[src/rtl/sram_ctrl_pkg.sv]
// Shared definitions for the SRAM request controller and its helpers.
package sram_ctrl_pkg;

  localparam int DEF_ADDR_W = 8;
  localparam int DEF_DATA_W = 32;
  localparam int BE_W       = DEF_DATA_W / 8;

  // Byte-enable value that selects every byte of a default-width word.
  localparam logic [BE_W-1:0] FULL_BE = '1;

  typedef enum logic [2:0] {
    S_CLEAR    = 3'd0,
    S_IDLE     = 3'd1,
    S_RD       = 3'd2,
    S_RD_WAIT  = 3'd3,
    S_WR       = 3'd4,
    S_MERGE_WR = 3'd5,
    S_RSP      = 3'd6
  } state_t;

endpackage

[src/rtl/sram_byte_merge.sv]
// Per-byte select between an old word and a new word under a byte mask.
// Purely combinational so it can sit in any read-modify-write path.
module sram_byte_merge
  import sram_ctrl_pkg::*;
#(
  parameter int DATA_W = DEF_DATA_W
) (
  input  logic [DATA_W-1:0]   old_data,
  input  logic [DATA_W-1:0]   new_data,
  input  logic [DATA_W/8-1:0] be,
  output logic [DATA_W-1:0]   merged_data
);

  // Start from the old word and overwrite each enabled byte with new data.
  always_comb begin
    merged_data = old_data;
    for (int i = 0; i < DATA_W / 8; i++) begin
      if (be[i]) merged_data[8*i +: 8] = new_data[8*i +: 8];
    end
  end

endmodule

[src/rtl/sram_ctrl.sv]
// Request-side controller for a single-port word SRAM without byte enables.
// Zero-fills the array after reset, then serves one load/store at a time,
// doing read-modify-write for partially masked stores.
//
// Handshake: a request transfers on a rising edge where req_valid and
// req_ready are both high; req_ready is high only while idle, and all req_*
// fields are captured on that edge. rsp_valid is a one-cycle pulse with no
// backpressure; rsp_rdata is valid in that cycle.
module sram_ctrl
  import sram_ctrl_pkg::*;
#(
  parameter int ADDR_W     = DEF_ADDR_W,
  parameter int DATA_W     = DEF_DATA_W,
  parameter int INIT_CLEAR = 1
) (
  input  logic                clk,
  input  logic                res,
  input  logic                req_valid,
  output logic                req_ready,
  input  logic                req_we,
  input  logic [ADDR_W-1:0]   req_addr,
  input  logic [DATA_W/8-1:0] req_be,
  input  logic [DATA_W-1:0]   req_wdata,
  output logic                rsp_valid,
  output logic [DATA_W-1:0]   rsp_rdata,
  output logic                init_done,
  output logic                sram_we,
  output logic [ADDR_W-1:0]   sram_addr,
  output logic [DATA_W-1:0]   sram_wdata,
  input  logic [DATA_W-1:0]   sram_rdata,
  output logic [2:0]          dbg_state
);

  localparam int BW = DATA_W / 8;
  localparam logic [BW-1:0] FULL_MASK = '1;

  state_t              state, state_nx;
  logic [ADDR_W-1:0]   clr_cnt;
  logic                we_q;
  logic [ADDR_W-1:0]   addr_q;
  logic [BW-1:0]       be_q;
  logic [DATA_W-1:0]   wdata_q;
  logic [DATA_W-1:0]   merge_q;
  logic [DATA_W-1:0]   rdata_q;
  logic [DATA_W-1:0]   merged;
  logic                accept;
  logic                we_c;
  logic [ADDR_W-1:0]   addr_c;
  logic [DATA_W-1:0]   wdata_c;

  // Handshake-visible status is gated by reset so it reads 0 during reset.
  assign req_ready = (state == S_IDLE) && !res;
  assign accept    = req_valid && req_ready;
  assign rsp_valid = (state == S_RSP) && !res;
  assign init_done = (state != S_CLEAR) && !res;
  assign rsp_rdata = rdata_q;
  assign dbg_state = state;

  // The SRAM must never see a write while reset is held.
  assign sram_we    = we_c && !res;
  assign sram_addr  = addr_c;
  assign sram_wdata = wdata_c;

  sram_byte_merge #(
    .DATA_W (DATA_W)
  ) u_merge (
    .old_data    (sram_rdata),
    .new_data    (wdata_q),
    .be          (be_q),
    .merged_data (merged)
  );

  // State register; reset restarts the clear unless it is disabled.
  always_ff @(posedge clk) begin
    if (res) state <= (INIT_CLEAR != 0) ? S_CLEAR : S_IDLE;
    else     state <= state_nx;
  end

  // Clear address counter, one word per cycle while clearing.
  always_ff @(posedge clk) begin
    if (res)                    clr_cnt <= '0;
    else if (state == S_CLEAR)  clr_cnt <= clr_cnt + ADDR_W'(1);
  end

  // Request register, loaded only on an accepted handshake.
  always_ff @(posedge clk) begin
    if (res) begin
      we_q    <= 1'b0;
      addr_q  <= '0;
      be_q    <= '0;
      wdata_q <= '0;
    end else if (accept) begin
      we_q    <= req_we;
      addr_q  <= req_addr;
      be_q    <= req_be;
      wdata_q <= req_wdata;
    end
  end

  // Response and merge registers: capture read data or the word being written.
  always_ff @(posedge clk) begin
    if (res) begin
      merge_q <= '0;
      rdata_q <= '0;
    end else begin
      case (state)
        S_RD_WAIT: begin
          if (we_q) begin
            merge_q <= merged;
            rdata_q <= merged;
          end else begin
            rdata_q <= sram_rdata;
          end
        end
        S_WR:    rdata_q <= wdata_q;
        default: ;
      endcase
    end
  end

  // Next-state and SRAM pin decode.
  always_comb begin
    state_nx = state;
    we_c     = 1'b0;
    addr_c   = addr_q;
    wdata_c  = '0;
    case (state)
      S_CLEAR: begin
        we_c   = 1'b1;
        addr_c = clr_cnt;
        if (clr_cnt == {ADDR_W{1'b1}}) state_nx = S_IDLE;
      end
      S_IDLE: begin
        if (accept) begin
          if (!req_we)                 state_nx = S_RD;
          else if (req_be == '0)       state_nx = S_RSP;
          else if (req_be == FULL_MASK) state_nx = S_WR;
          else                         state_nx = S_RD;
        end
      end
      S_RD:      state_nx = S_RD_WAIT;
      // Only partial stores take the read path besides loads.
      S_RD_WAIT: state_nx = we_q ? S_MERGE_WR : S_RSP;
      S_WR: begin
        we_c     = 1'b1;
        wdata_c  = wdata_q;
        state_nx = S_RSP;
      end
      S_MERGE_WR: begin
        we_c     = 1'b1;
        wdata_c  = merge_q;
        state_nx = S_RSP;
      end
      S_RSP:   state_nx = S_IDLE;
      default: state_nx = S_IDLE;
    endcase
  end

endmodule

[config.mk]
export PLATFORM = sky130hd
export DESIGN_NAME = sram_ctrl
export DESIGN_NICKNAME = d
export VERILOG_FILES = /design/src/rtl/sram_ctrl_pkg.sv /design/src/rtl/sram_byte_merge.sv /design/src/rtl/sram_ctrl.sv
export SDC_FILE = /design/constraint.sdc
export NUM_CORES = 1
export LEC_CHECK = 0
export BUFFER_PORTS_ARGS = -buffer_cell sky130_fd_sc_hd__buf_2
export CAP_MARGIN = 25
export CORE_ASPECT_RATIO = 1.1
export CORE_MARGIN = 1
export CORE_UTILIZATION = 56
export CTS_CLUSTER_SIZE = 10
export DETAILED_ROUTE_END_ITERATION = 16
export GPL_TIMING_DRIVEN = 1
export PLACE_DENSITY = 0.84
export SLEW_MARGIN = 5
export SYNTH_ARGS = -nofsm -noshare
export SYNTH_HDL_FRONTEND = slang
export SYNTH_HIERARCHICAL = 1
export SYNTH_SLANG_ARGS = --single-unit
[constraint.sdc]
create_clock -name clk -period 2.9 [get_ports clk]
set_clock_uncertainty 0.1 [all_clocks]
set_input_delay 0.435 -clock clk [delete_from_list [all_inputs] [get_ports clk]]
set_output_delay 0.435 -clock clk [all_outputs]
set_load 0.01 [all_outputs]
== After elaboration in Yosys (flattened, before gate mapping) ==
Index checks and enable logic that the tools add are counted.

* Multiplexer cells: 16
* Bitwise operators: 0
* Eq/ne operators: 10
* $lt $le $gt $ge: 0
* Shift operators: 0
* Reductions and logical operators: 14
* $add $sub $neg: 1
* Divide/modulo/power cells: 0
* $mul: 0

{| class="wikitable"
|+ Operators with widths
! cell !! count
|-
| $pmux W32 S2 || 2
|-
| $mux W8 || 5
|-
| $mux W32 || 1
|-
| $mux W3 || 5
|-
| $pmux W3 S5 || 1
|-
| $eq A3 B3 Y1 const B || 3
|-
| $add A8 B1 Y8 const B || 1
|-
| $eq A8 B8 Y1 const B || 1
|-
| $eq A3 B2 Y1 const B || 2
|-
| $logic_and A1 B1 Y1 || 5
|-
| $eq A4 B4 Y1 const B || 1
|-
| $logic_not A4 Y1 || 1
|-
| $reduce_and A2 Y1 || 2
|-
| $eq A3 B1 Y1 const B || 1
|-
| $logic_not A3 Y1 || 1
|-
| $reduce_bool A3 Y1 || 1
|-
| $reduce_or A3 Y1 || 1
|-
| $mux W2 || 1
|-
| $ne A2 B1 Y1 const B || 1
|-
| $ne A2 B2 Y1 const B || 1
|-
| $reduce_bool A2 Y1 || 1
|-
| $reduce_or A2 Y1 || 1
|-
| $logic_not A1 Y1 || 1
|-
| $mux W1 || 1
|}

* Memories: 0
* Bits in writable memories: 0
* Logic and storage cells: 49
* Register bits: 120
* Latch bits: 0
* Bits in read-only memories: 0

== Depth between registers and ports, before layout ==
* Depth in word-level cells: 6
* Mapped depth: 7
* Gate-level depth less buffers: 4

== Cells and area by module ==
The synthesis kept the hierarchy.

{| class="wikitable"
|+ Modules (own cells, without submodules)
! module !! area an instance (µm²) !! instances !! cells each
|-
| sram_ctrl || 5664.2 || 1 || 667
|-
| sram_byte_merge || 525.5 || 1 || 36
|}

== Least setup slack after synthesis ==
No wires, ideal clock.

* Kind: reg-to-output
* From: register state[2], in the netlist dbg_state[2]
* To: output port sram_wdata[0]
* Data arrival time: 1.444 ns
* Cell stages (with the launch flop): 5
* Setup slack: 0.921 ns
* Cell sequence: dfxtp_1 nor3b_1 clkbuf_1 clkbuf_1 a22o_1

* Cells in the longest elaborated chain, start to end: 2
* Elaborated cells between the ends (all ways): 3
* Those cells by class: eq/ne (2); mux (1)

{| class="wikitable"
|+ RTL lines
! item !! line !! source
|-
| start, declared || sram_ctrl.sv:37 || <nowiki>state_t state, state_nx;</nowiki>
|-
| start signal, assigned || sram_ctrl.sv:75 || <nowiki>if (res) state <= (INIT_CLEAR != 0) ? S_CLEAR : S_IDLE;</nowiki>
|-
| start signal, assigned || sram_ctrl.sv:76 || <nowiki>else state <= state_nx;</nowiki>
|-
| $eq A3 B3 Y1 || sram_ctrl.sv:127 || <nowiki>case (state)</nowiki>
|-
| $pmux W32 S2 * || sram_ctrl.sv:127 ||
|-
| end, declared || sram_ctrl.sv:29 || <nowiki>output logic [DATA_W-1:0] sram_wdata,</nowiki>
|}

Mark *: on every way between the ends. The rest lies on a longest branch, timed or not.

== Worst setup path after layout ==
* From: register state[0], in the netlist dbg_state[0]
* To: output port sram_wdata[18]

The elaborated chain is that of the path after synthesis.

==> run_results.csv <==
group,metric,value,unit
status,status,"complete, no violations",
global_routing,antenna_found_initial,0,
pwr,p_leak,2.94,nW
sta,hold_viol,0,
pwr,power.density,529,nW/µm²
sta,fin_crit_sh,89.6,%
sta,setup_slack,0.300,ns
worst_setup_path,cp-start-kind,"flip-flop",
layout,nNetsFinal,903,
pwr,power_frac_seq,41.6,%
global_routing,track_usage,31.2,%
job,drv_cap,0,
sta,setup_tns,0,ns
worst_setup_path,critPathMaxFanout,28,
layout,drive_above_1_share,32.3,%
layout,final_area,7530,µm²
min_path,hold_class,"input port to flip-flop",
pwr,peakVddDrop,345,µV
clock_tree,path_clk_slew,0.05,ns
pwr,combPwrFrac,5.4,%
yosys,postSynthAreaPerCell,8.80,µm²
clock_tree,root_buffer,"clkbuf_16",
routing,drc_errors,0,
layout,insertedDiodeCount,0,
sta,setup_viol,0,
sta,worst_pin_slew,0.887,ns
placement,pre_cts_ws,0.607,ns
pwr,total_power,3.98,mW
global_routing,grt_max_degree,96,
die,io_pins,159,
yosys,syn_area,6190,µm²
pwr,clockPowerShare,52.9,%
pwr,p_int,3.14,mW
yosys,ys_seq_area_share,38.8,%
placement,io_buffers,158,
yosys,ys_dominant_reg_cell,"dfxtp_1",
yosys,synth_edf_count,0,
placement,dpl_cell_area,6940,µm²
worst_setup_path,arrival,2.06,ns
clock_tree,clock_path_buffers,2,
routing,ant_nets,0,
global_routing,grt_pass1_vias,5675,
yosys,yosys_warnings,6,
worst_setup_path,crit_type,"flip-flop to output port",
layout,final_common_cell,"buf_2",
yosys,netlist_instances,703,
clock_tree,clock_sinks,120,
worst_setup_path,worstPathRequired,2.37,ns
worst_setup_path,cpPeakStageDelay,0.57,ns
sta,timing.hold.ws,0.174,ns
layout,final_cells,978,
worst_setup_path,endpoint_kind,"output port",
pwr,p_sw,0.838,mW
yosys,synthArstFlopShare,0,%
die,rows,39,
clock_tree,post_cts_buffers,0,
global_routing,grt_first_pass_wirelength,27800,µm
placement,dp_cells,946,
sta,fmax,385,MHz
yosys,synth_fp_nets,784,
layout,mostFrequentLayoutCells,"buf_2 (157), dfxtp_1 (119), nand2_1 (94)",
yosys,synth_area_leaders,"dfxtp_1 (39%), mux2_4 (7.8%), a21oi_1 (6.9%)",
routing,vias,5896,
sta,relSlewSlack,40.8,%
die,die_h,112,µm
clock_tree,cts.repair.resized,0,
worst_setup_path,crit_chain,"nand2b_1, nor2_2, buf_12, a22o_1, buf_2",
routing,routed_via_density,6.03,
die,initial_core_util,58.5,%
worst_setup_path,crit_buf_inv,2,
die,dieArea,11500,µm²
pwr,p_sw_share,21.0,%
placement,gp_congestion,0.836,
sta,slew_viol_final,0,
yosys,synth_area_leader_cell,"dfxtp_1",
die,fp.dieW,102,µm
worst_setup_path,slowest_stage,"dfxtp_1",
routing,dr.pass1.iters,5,
routing,post_drt_wl_per_cell,17.9,µm
clock_tree,cts_buffers,17,
layout,area_growth,21.7,%
clock_tree,cts_tree,"built",
sta,finalCriticalPeriod,2.60,ns
layout,final_util,71.1,%
clock_tree,cts_hold_buf,0,
routing,drt-initial-drc-count,447,
global_routing,overflow,0,
yosys,yosys.cell_types.count,42,
clock_tree,clk_latency,0.41,ns
die,coreArea,10600,µm²
yosys,yosys.area.top_type_share,38.8,%
yosys,ys_seq_elements,120,
routing,routed_wl,17500,µm
clock_tree,cts_htree_levels,4,
sta,rsz0062_at_grt,"false",
worst_setup_path,crit_family,"flip-flops",
placement,hpwlAfterDp,11200,µm
==> power by group through the flow <==
stage	combinational, mW	clock [mW]	sequential, mW
2_1_floorplan	0.123	0	1.69
3_3_place_gp	0.206	0	1.69
3_5_place_dp	0.212	0	1.69
4_1_cts	0.214	2.12	1.66
5_1_grt	0.234	2.20	1.66
6_report	0.217	2.11	1.66
==> final timing paths <==
check                from             end  slack (ns)  depth (start not counted)
max reg2reg  dbg_state[2]   rsp_rdata[31]        0.57                          4
min reg2reg   merge_q[16]     merge_q[16]        0.35                          2
max          dbg_state[0]  sram_wdata[18]        0.30                          5
min           req_addr[5]       addr_q[5]        0.17                          3
==> per-layer routing <==
layer	share of wire [%]	up-vias	GRT usage, %	routed length, µm
li1	-	2764	-	-
met1	41	2791	38.8	7170
met2	49	297	51.2	8650
met3	6.8	44	5.67	1190
met4	2.9	0	16.1	510
met5	0	-	0	0
==> flip-flops by register name (all words and copies together) (netlist names) <==
signal / cells
rsp_rdata: 32
wdata_q: 32
merge_q: 32
dbg_state: 3
clr_cnt: 8
be_q: 4
addr_q: 8
we_q: 1
==> kinds of logic (layout without fill, tap and decap cells) <==
group / count (synthesis) / after routing / share of synthesized area, %
AND/OR/NAND/NOR: 199 / 199 / 16.2
adder cells (fa/ha/maj): 1 / 1 / 0.202
flip-flops: 120 / 120 / 38.8
XOR/XNOR: 1 / 1 / 0.142
AO/OA/AOI/OAI: 209 / 209 / 19.3
multiplexers: 98 / 98 / 19.1
buffers and inverters: 75 / 207 / 6.17
==> layout make-up <==
cell class / count / area, µm²
well taps: 143 / 179
clock inverters: 9 / 123
repair buffers: 170 / 921
multi-input cells: 508 / 3410
fillers: 811 / 3060
flip-flops and latches: 120 / 2400
inverters: 5 / 23.8
clock buffers: 23 / 468
==> cells in the mapped netlist (4+ instances only) <==
master	n
dfxtp_1	120
nand2_1	94
a21oi_1	85
o21ai_1	77
nand3_1	47
mux2i_1	33
a22o_1	32
clkbuf_1	32
mux2_2	32
mux2_4	32
nand3b_1	32
buf_2	22
buf_6	9
buf_1	7
nor2_1	4
o31ai_1	4
or4_1	4
==> worst reg2reg max path, stage by stage, from the launching register on <==
cell and delay (ns):
dfxtp_1 0.58, nor3b_2 0.36, buf_12 0.27, or2_2 0.66
o21ai_0 0.21
(Power assumes the default switching activity.)
